**src/rtl/flux_sched_pkg.sv**
```systemverilog
// rtl/flux_sched_pkg.sv - shared types and helpers for the flux round-robin scheduler
package flux_sched_pkg;

  typedef enum logic {IDLE, HOLD} sched_state_e;

  function automatic int tag_width(input int flux);
    return (flux > 1) ? $clog2(flux) : 1;
  endfunction

  // Increment modulo flux without relying on power-of-two wrap.
  function automatic int rr_next(input int ptr, input int flux);
    return (ptr + 1 >= flux) ? 0 : ptr + 1;
  endfunction

endpackage

```
**src/rtl/flux_rr_pick.sv**
```systemverilog
// rtl/flux_rr_pick.sv - first ready index at or after ptr, modulo FLUX
module flux_rr_pick #(
  parameter int FLUX      = 2,
  parameter int TAG_WIDTH = 1
) (
  input  logic [FLUX-1:0]      ready,
  input  logic [TAG_WIDTH-1:0] ptr,
  output logic                 valid,
  output logic [TAG_WIDTH-1:0] sel
);

  logic [FLUX-1:0]      rot;
  logic [TAG_WIDTH-1:0] off;
  logic [TAG_WIDTH:0]   sum;

  always_comb begin
    rot   = FLUX'({ready, ready} >> ptr);
    valid = 1'b0;
    off   = '0;
    for (int i = FLUX - 1; i >= 0; i--) begin
      if (rot[i]) begin
        valid = 1'b1;
        off   = TAG_WIDTH'(i);
      end
    end
    // Un-rotate: the extra bit keeps ptr+off exact before folding back below FLUX.
    sum = {1'b0, ptr} + {1'b0, off};
    if (sum >= (TAG_WIDTH + 1)'(FLUX)) begin
      sum = sum - (TAG_WIDTH + 1)'(FLUX);
    end
    sel = TAG_WIDTH'(sum);
  end

endmodule

```
**src/rtl/flux_rr_scheduler.sv**
```systemverilog
// rtl/flux_rr_scheduler.sv - round-robin flux arbiter with bounded bursts for a shared actor
module flux_rr_scheduler
  import flux_sched_pkg::*;
#(
  parameter int FLUX      = 2,
  parameter int BURST     = 2,
  parameter int TAG_WIDTH = tag_width(FLUX)
) (
  input  logic                 clk,
  input  logic                 rst,
  input  logic                 en,
  input  logic [FLUX-1:0]      in_empty,
  input  logic [FLUX-1:0]      out_full,
  output logic                 fire,
  output logic [TAG_WIDTH-1:0] tag,
  output logic [FLUX-1:0]      read,
  output logic                 busy
);

  localparam int CW = $clog2(BURST + 1);

  sched_state_e         state, state_n;
  logic [TAG_WIDTH-1:0] ptr, ptr_n, owner, owner_n, sel;
  logic [CW-1:0]        cnt, cnt_n, cnt_inc;
  logic [FLUX-1:0]      ready;
  logic                 started, go, valid;

  assign ready = ~in_empty & ~out_full;
  // Firing is held off during reset and for the first cycle after it.
  assign go    = en & started & ~rst;

  flux_rr_pick #(
    .FLUX      (FLUX),
    .TAG_WIDTH (TAG_WIDTH)
  ) u_pick (
    .ready (ready),
    .ptr   (ptr),
    .valid (valid),
    .sel   (sel)
  );

  always_ff @(posedge clk) begin
    if (rst) begin
      state   <= IDLE;
      ptr     <= '0;
      owner   <= '0;
      cnt     <= '0;
      started <= 1'b0;
    end else begin
      state   <= state_n;
      ptr     <= ptr_n;
      owner   <= owner_n;
      cnt     <= cnt_n;
      started <= 1'b1;
    end
  end

  always_comb begin
    state_n = state;
    ptr_n   = ptr;
    owner_n = owner;
    cnt_n   = cnt;
    fire    = 1'b0;
    tag     = '0;
    cnt_inc = cnt + CW'(1);
    case (state)
      IDLE: begin
        if (go && valid) begin
          fire = 1'b1;
          tag  = sel;
          if (BURST == 1) begin
            ptr_n = TAG_WIDTH'(rr_next(int'(sel), FLUX));
          end else begin
            owner_n = sel;
            cnt_n   = CW'(1);
            state_n = HOLD;
          end
        end
      end
      HOLD: begin
        if (go) begin
          if (ready[owner]) begin
            fire  = 1'b1;
            tag   = owner;
            cnt_n = cnt_inc;
          end
          // A stalled owner gives up the rest of its burst, costing one bubble.
          if (!ready[owner] || cnt_inc == CW'(BURST)) begin
            state_n = IDLE;
            ptr_n   = TAG_WIDTH'(rr_next(int'(owner), FLUX));
            cnt_n   = '0;
          end
        end
      end
      default: ;
    endcase
  end

  assign read = fire ? (FLUX'(1) << tag) : '0;
  assign busy = (state == HOLD) & ~rst;

endmodule
```
**config.mk**
```make
export PLATFORM = sky130hd
export DESIGN_NAME = flux_rr_scheduler
export DESIGN_NICKNAME = d
export VERILOG_FILES = /design/src/rtl/flux_sched_pkg.sv /design/src/rtl/flux_rr_pick.sv /design/src/rtl/flux_rr_scheduler.sv
export SDC_FILE = /design/constraint.sdc
export NUM_CORES = 1
export LEC_CHECK = 0
export ABC_CLOCK_PERIOD_IN_PS = 1300
export BUFFER_PORTS_ARGS = -buffer_cell sky130_fd_sc_hd__buf_2
export CAP_MARGIN = 40
export CELL_PAD_IN_SITES_DETAIL_PLACEMENT = 1
export CELL_PAD_IN_SITES_GLOBAL_PLACEMENT = 1
export CORE_AREA = 2 2 39 41
export CTS_CLUSTER_DIAMETER = 40
export CTS_CLUSTER_SIZE = 24
export DETAILED_ROUTE_END_ITERATION = 16
export DIE_AREA = 0 0 41 43
export GPL_TIMING_DRIVEN = 0
export PLACE_DENSITY_LB_ADDON = 0.1
export SYNTH_ARGS = -nofsm -noshare
export SYNTH_HDL_FRONTEND = slang
export SYNTH_SLANG_ARGS = --single-unit
```
**constraint.sdc**
```tcl
create_clock -name clk -period 1.3 [get_ports clk]
set_input_delay 0.195 -clock clk [delete_from_list [all_inputs] [get_ports clk]]
set_output_delay 0.195 -clock clk [all_outputs]
set_load 0.01 [all_outputs]
```
* Word-level counts from Yosys, hierarchy flattened
Cells that the tools add are included.
** Word-level totals
- Register bits :: 6
- Input port bits :: 7
- Output and inout port bits :: 5
- Logic and storage cells :: 57
** Operators by class
- Add/subtract/negate cells :: 4
- Order comparisons :: 3
- Eq/ne operators :: 4
- Shift-type cells :: 2
- Multiplexer cells :: 25
- Bitwise operators :: 8
- Reduce and logical (&&, ||, !) cells :: 6
** Operator list (count)
- $mux W1 :: 16
- $mux W2 :: 5
- $pmux W1 S2 :: 3
- $reduce_and A3 Y1 :: 2
- $ge A2 B2 Y1 const B :: 2
- $not A2 Y2 :: 2
- $pmux W2 S2 :: 1
- $shr A4 B1 Y2 :: 1
- $and A1 B1 Y1 :: 3
- $ne A3 B1 Y1 const B :: 1
- $add A1 B1 Y2 :: 1
- $add A1 B1 Y2 const B :: 1
- $add A2 B1 Y2 const B :: 1
- $and A2 B2 Y2 :: 1
- $eq A2 B2 Y1 const B :: 1
- $lt A1 B2 Y1 const B :: 1
- $ne A2 B1 Y1 const B :: 1
- $ne A2 B2 Y1 const B :: 1
- $not A1 Y1 :: 2
- $reduce_and A2 Y1 :: 1
- $shl A1 B1 Y2 const A :: 1
- $logic_and A1 B1 Y1 :: 1
- $logic_not A1 Y1 :: 1
- $logic_or A1 B1 Y1 :: 1
- $sub A1 B1 Y1 const B :: 1

* Depth between registers and ports, before layout
Gate-level depths: netlist of the first run.
- Depth after elaboration :: 12
- Gate-level depth with buffers :: 5
- Gate-level depth less buffers :: 5

* Cells and area by module
Synthesis of the first run repeated with hierarchy kept, for this count alone.
** Unflattened totals
- Cells, all modules :: 53
- Area, all modules :: 402.9 µm²
** Modules (own cells, without submodules)
- flux_rr_scheduler :: instances 1, cells an instance 50, area each 381.6 µm²
- flux_rr_pick :: instances 1, cells an instance 3, area each 21.3 µm²

* Worst setup path before layout of the first run
OpenSTA, ideal clock, no wires.
- Path type :: register to output
- Start point :: register state
- End point :: output port read[1]
- Arrival :: 988 ps
- Data required time :: 1105 ps
- Setup slack :: 117 ps
- Stages on the path, launching flop included :: 3
- Cell sequence :: dfxtp_1 -> a2111o_1 -> a21oi_1
** Between the ends
- Longest elaborated chain between the ends :: 4
- Elaborated cells on any way between the ends :: 5
** RTL lines
- from (decl) :: RTL line flux_rr_scheduler.sv:22 : sched_state_e state, state_n;
- from (signal assigned) :: RTL line flux_rr_scheduler.sv:50 : state <= state_n;
- $not A1 Y1 (no line)
- $pmux W1 S2 :: RTL line flux_rr_scheduler.sv:66 : case (state)
- $shl A1 B1 Y2 :: RTL line flux_rr_scheduler.sv:99 : assign read = fire ? (FLUX'(1) << tag) : '0;
- $mux W2 (*) :: RTL line flux_rr_scheduler.sv:99
- to (decl) :: RTL line flux_rr_scheduler.sv:16 : output logic [FLUX-1:0] read,
Mark *: on every way between the ends. The rest lies on a longest branch, timed or not.

* Worst setup path in the final report of the first run
- Start point :: register ptr
- End point :: output port tag
** Between the ends
- Longest elaborated chain between the ends :: 8
- Elaborated cells on any way between the ends :: 11
** RTL lines
- from (decl) :: RTL line flux_rr_scheduler.sv:23 : logic [TAG_WIDTH-1:0] ptr, ptr_n, owner, owner_n, sel;
- from (signal assigned) :: RTL line flux_rr_scheduler.sv:51 : ptr <= ptr_n;
- $shr A4 B1 Y2 :: RTL line flux_rr_pick.sv:17 : rot = FLUX'({ready, ready} >> ptr);
- $mux W1 (2 in series) :: RTL line flux_rr_pick.sv:21 : if (rot[i]) begin
- $add A1 B1 Y2 :: RTL line flux_rr_pick.sv:27 : sum = {1'b0, ptr} + {1'b0, off};
- $ge A2 B2 Y1 / $sub A1 B1 Y1 (equally long branches) :: RTL line flux_rr_pick.sv:28, flux_rr_pick.sv:29
- $mux W1 :: RTL line flux_rr_pick.sv:28 : if (sum >= (TAG_WIDTH + 1)'(FLUX)) begin
- $mux W1 (*) :: RTL line flux_rr_scheduler.sv:68 : if (go && valid) begin
- $pmux W1 S2 (*) :: RTL line flux_rr_scheduler.sv:66
- to (decl) :: RTL line flux_rr_scheduler.sv:15 : output logic [TAG_WIDTH-1:0] tag,
Marked as above.

==> results of run 1 <==
worst paths after layout:
kind / startpoint / end / cells past startpoint
min reg2reg: cnt[0] / cnt[0] / 1
max: ptr / tag / 4
max reg2reg: state / cnt[1] / 6
min: rst / cnt[1] / 2
final cells by class:
| class | count | area, um^2 | share of cell area |
|---|---|---|---|
| clock buffers | 3 | 22.5 | 0.0324 |
| inverters | 4 | 15.0 | 0.0216 |
| multi-input cells | 34 | 319 | 0.459 |
| flip-flops and latches | 6 | 130 | 0.187 |
| well taps | 16 | 20.0 | 0.0288 |
| repair buffers | 26 | 188 | 0.270 |
what timing repair did:
item	CTS	global route
endpoints found under the setup margin	4	4
hold buffers	0	0
gates resized for setup	13	4
pin swaps	7	3
setup buffers	10	5
power groups by stage:
stage	Clock, mW	Sequential [mW]	Combinational, mW
finish	0.190	0.197	0.100
global route	0.202	0.198	0.109
CTS	0.195	0.196	0.0911
detailed placement	0	0.203	0.0705
global placement	0	0.202	0.0668
floorplan	0	0.200	0.0397
synthesized netlist by cell type (2+ instances only):
master | count | share of area
nand2_1 | 2 | 0.018
dfxtp_1 | 6 | 0.29
nor2_1 | 3 | 0.027
a21oi_1 | 3 | 0.036
inv_1 | 4 | 0.036
o22a_1 | 2 | 0.042
state kept, by name, summed over array words and instances, names as in the netlist:
register / count
state: 1
cnt: 2
ptr: 1
started: 1
owner: 1
per-layer routing:
layer,vias to the layer above,routed length [um],track usage
li1,230,-,-
met1,236,573,0.223
met2,11,773,0.325
met3,5,62,0.0628
met4,0,47,0.160
met5,-,0,0
stage by stage:
| step | hold WS (ps) | area, um^2 | worst slack, ps |
|---|---|---|---|
| floorplan | 284 | 413 | 117 |
| global placement | 441 | 488 | -60.1 |
| detailed placement | 459 | 488 | -71.6 |
| CTS | 231 | 631 | -180 |
| global route | 240 | 694 | -248 |
| finish | 235 | 694 | -185 |
kinds of logic (layout without fill, tap and decap cells):
kind of cell	after synthesis	count (layout)	synth area share
AO/OA/AOI/OAI	18	18	0.367
AND/OR/NAND/NOR	15	15	0.276
flip-flops	6	6	0.291
buffers and inverters	4	33	0.0364
adder cells (fa/ha/maj)	1	1	0.0303
==> flow_summary.json, run 1 <==
{
  "maxSlewHeadroom": 0.781,
  "synthArstFlopShare": 0,
  "clock_sinks": 6,
  "utilization": 0.502,
  "end_kind": "output port",
  "grt_usage": 0.210,
  "area_delta_synth_final_pct": 68.2,
  "routedWlPerCell_um": 16.4,
  "min_period_ps": 1490,
  "combPwrFrac": 0.205,
  "p_leak_nw": 0.303,
  "min_path_type": "input pin to register",
  "dpl.hpwl_um": 946,
  "crit_slowest_cell": "a2111o_1",
  "ys.warnings.count": 0,
  "vias": 482,
  "ys_seq_elements": 6,
  "seqPwrFrac": 0.404,
  "syn-num-nets": 52,
  "stdcell_count": 89,
  "clockPowerShare": 0.390,
  "synthesis.area_um2": 413,
  "initial_utilization": 0.298,
  "routed_wl_um": 1460,
  "rrSetupSlack_ps": -30,
  "ir_worst_vdd_v": 0.000347,
  "vias_per_cell": 5.42,
  "fillers": 158,
  "fp.dieH_um": 43,
  "h-tree-depth": 1,
  "setup_violations": 5,
  "netlist_instances": 44,
  "crit_buf_inv": 2,
  "synth-edff-count": 0,
  "hold_viol_final": 0,
  "finalMaxSlewViolations": 0,
  "cap_violations": 0,
  "cts_buffer_depth": 2,
  "p_int_uw": 342,
  "start_kind": "register",
  "p_sw_uw": 145,
  "failed_checks": "negative setup slack",
  "synth-main-ff-cell": "dfxtp_1",
  "max_stage_delay_ps": 400,
  "drc": 0,
  "finalNetCount": 83,
  "critical_path_peak_fanout": 4,
  "place_inst": 71,
  "rsz0062_at_grt": "true",
  "worst_pin_slew_ps": 325,
  "arrival_ps": 1290,
  "status": "finished, violations left",
  "finalClockSkew_ps": 0.275,
  "synth_cell_types": 30,
  "crit_family": "compound AO/OA/AOI/OAI gates",
  "swShare": 0.298,
  "die_area_um2": 1760,
  "final_cell_mix": "buf_4 (12), buf_2 (11), inv_1 (3), nor2_1 (3), clkbuf_4 (3)",
  "grt_pass1_wl_um": 2380,
  "required_ps": 1110,
  "grt_max_degree": 9,
  "antenna_found_initial": 0,
  "grt-ovfl-total": 0,
  "clk_latency_ps": 260,
  "grt_pass1_vias": 525,
  "chipWidth_um": 41,
  "portBuffers": 11,
  "dr.first_iter.drc_count": 2,
  "total_power_uw": 487,
  "mostFrequentLayoutCell": "buf_4",
  "gp_congestion": 0.721,
  "cts_buffers": 3,
  "n_antenna_cell": 0,
  "totalNegativeSetupSlack_ps": -731,
  "syn_area_per_cell_um2": 9.38,
  "cts_root_buf": "clkbuf_4",
  "drive_gt1_frac": 0.616,
  "antenna_left": 0,
  "io_pins": 12,
  "criticalPathCategory": "register to output port",
  "fin_crit_sh": 1.14,
  "drtPass1Iterations": 2,
  "core-area_um2": 1380,
  "tritoncts": "built",
  "clkTransAtPathRegs_ps": 50,
  "seq_area_frac_synth": 0.291,
  "setup_slack_ps": -185,
  "fmax_ghz": 0.673,
  "cp_cell_sequence": "inv_2 -> a2111o_1 -> a21oi_2 -> buf_2",
  "power_density_nw_per_um2": 701,
  "row_count": 14
}
Note: power is estimated with default switching activity, not from simulation.
==> inputs of run 2 (changes only) <==
--- a/config.mk
+++ b/config.mk
@@ -16,7 +16,7 @@
 export DETAILED_ROUTE_END_ITERATION = 16
 export DIE_AREA = 0 0 41 43
 export GPL_TIMING_DRIVEN = 0
-export PLACE_DENSITY_LB_ADDON = 0.1
+export PLACE_DENSITY = 0.64
 export SYNTH_ARGS = -nofsm -noshare
 export SYNTH_HDL_FRONTEND = slang
 export SYNTH_SLANG_ARGS = --single-unit
==> run 2 against run 1 <==
Against the previous run: the flow still finishes with violations (negative setup slack); register-to-register slack better by 140 ps; combinational power down 14%; clock power down 11%; via count down 11%; cell area down 13%; largest cell class unchanged; highest routed layer is now met3.
==> flow_summary.json, run 2 (synthesis gave the netlist of run 1 again) <==
{
  "grt_usage": 0.176,
  "fmax_ghz": 0.685,
  "mostFrequentLayoutCell": "buf_2",
  "dr.first_iter.drc_count": 1,
  "fp.dieH_um": 43,
  "final_cell_mix": "buf_2 (11), buf_4 (7)",
  "grt-ovfl-total": 0,
  "vias": 427,
  "utilization": 0.435,
  "crit_family": "compound AO/OA/AOI/OAI gates",
  "routed_wl_um": 1170,
  "cap_violations": 0,
  "regMostFlops": "cnt",
  "finalClockSkew_ps": 8.23,
  "place_inst": 71,
  "portBuffers": 11,
  "min_path_type": "input pin to register",
  "rsz0062_at_grt": "true",
  "tritoncts": "built",
  "core-area_um2": 1380,
  "row_count": 14,
  "clk_latency_ps": 240,
  "grt_pass1_vias": 459,
  "dpl.hpwl_um": 787,
  "cts_root_buf": "clkbuf_4",
  "finalNetCount": 75,
  "area_delta_synth_final_pct": 45.8,
  "hold_viol_final": 0,
  "power_density_nw_per_um2": 750,
  "die_area_um2": 1760,
  "cts_buffer_depth": 2,
  "cp_cell_sequence": "inv_2 -> a2111o_1 -> a21oi_1 -> buf_2",
  "crit_slowest_cell": "a2111o_1",
  "io_pins": 12,
  "largest_reg_flops": 2,
  "ir_worst_vdd_v": 0.000614,
  "min_period_ps": 1460,
  "place_area_um2": 488,
  "regArea_um2": 133,
  "critical_path_peak_fanout": 3,
  "end_kind": "output port",
  "chipWidth_um": 41,
  "final_cell_area_um2": 602,
  "grt_max_degree": 9,
  "maxSlewHeadroom": 0.832,
  "required_ps": 1110,
  "combPwrFrac": 0.190,
  "crit_buf_inv": 2,
  "criticalPathCategory": "register to output port",
  "fillers": 174,
  "initial_utilization": 0.298,
  "grt_pass1_wl_um": 2110,
  "setup_slack_ps": -161,
  "status": "finished, violations left",
  "p_sw_uw": 119,
  "failed_checks": "negative setup slack",
  "worst_pin_slew_ps": 249,
  "finalMaxSlewViolations": 0,
  "start_kind": "register",
  "antenna_found_initial": 0,
  "drtPass1Iterations": 2,
  "antenna_left": 0,
  "seqPwrFrac": 0.436,
  "cts_buffers": 3,
  "vias_per_cell": 5.27,
  "clkTransAtPathRegs_ps": 50,
  "drc": 0,
  "n_antenna_cell": 0,
  "routedWlPerCell_um": 14.4,
  "arrival_ps": 1270,
  "total_power_uw": 451,
  "clock_sinks": 6,
  "setup_violations": 4,
  "p_leak_nw": 0.257,
  "h-tree-depth": 1,
  "swShare": 0.264,
  "clockPowerShare": 0.374,
  "stdcell_count": 81,
  "fin_crit_sh": 1.12,
  "max_stage_delay_ps": 380,
  "gp_congestion": 0.739,
  "hold_buffers": 0,
  "p_int_uw": 332,
  "dp_slack_ps": -85.1,
  "multi_input_area_um2": 304,
  "drive_gt1_frac": 0.538
}
-- run 2: cell count changes in the layout (fill, tap and decap cells not counted) --
| cell | delta |
|---|---|
| buf_12 | -1 |
| buf_6 | -2 |
| dfxtp_2 | -1 |
| o21ai_4 | -1 |
| buf_4 | -5 |
| a21oi_1 | +2 |
| a21oi_2 | -2 |
| o21ai_2 | +1 |
| dfxtp_4 | +1 |
-- run 2: area by class of cell --
type	count	area share
multi-input combinational	34	0.505
sequential	6	0.220
timing repair buffer	18	0.179
clock buffer	3	0.0374
tap	16	0.0333
inverter	4	0.0249
-- run 2: worst paths after layout --
check	endpoint	slack, ps	startpoint	cells after the start
hold reg to reg	cnt[0]	460	cnt[0]	1
setup / recovery	read[1]	-160	ptr	4
setup reg to reg	ptr	110	owner	5
hold / removal	cnt[1]	250	rst	2
-- run 2: what timing repair did --
action / CTS / global route
setup buffers: 6 / 1
pin swaps: 5 / 0
endpoints found under the setup margin: 4 / 4
resized for setup: 12 / 1
-- run 2: per-layer routing --
| metal | wire [um] | up-vias | global-route usage |
|---|---|---|---|
| met2 | 581 | 3 | 0.253 |
| met5 | 0 | - | 0 |
| met3 | 25 | 0 | 0.0785 |
| met4 | 0 | 0 | 0.0400 |
| li1 | - | 218 | - |
| met1 | 558 | 206 | 0.238 |
-- run 2: power by group through the flow --
stage	Sequential, mW	Clock, mW	Combinational [mW]
floorplan	0.200	0	0.0397
CTS	0.198	0.175	0.0843
global route	0.198	0.195	0.0937
detailed placement	0.203	0	0.0689
global placement	0.203	0	0.0686
finish	0.197	0.169	0.0859
-- run 2: per-stage QoR --
step | setup TNS, ps | hold WS [ps]
final | -517 | 250
after floorplan | 0 | 284
after detailed placement | -94.5 | 455
after CTS | -537 | 240
after global placement | -77.8 | 451
after global routing | -825 | 246
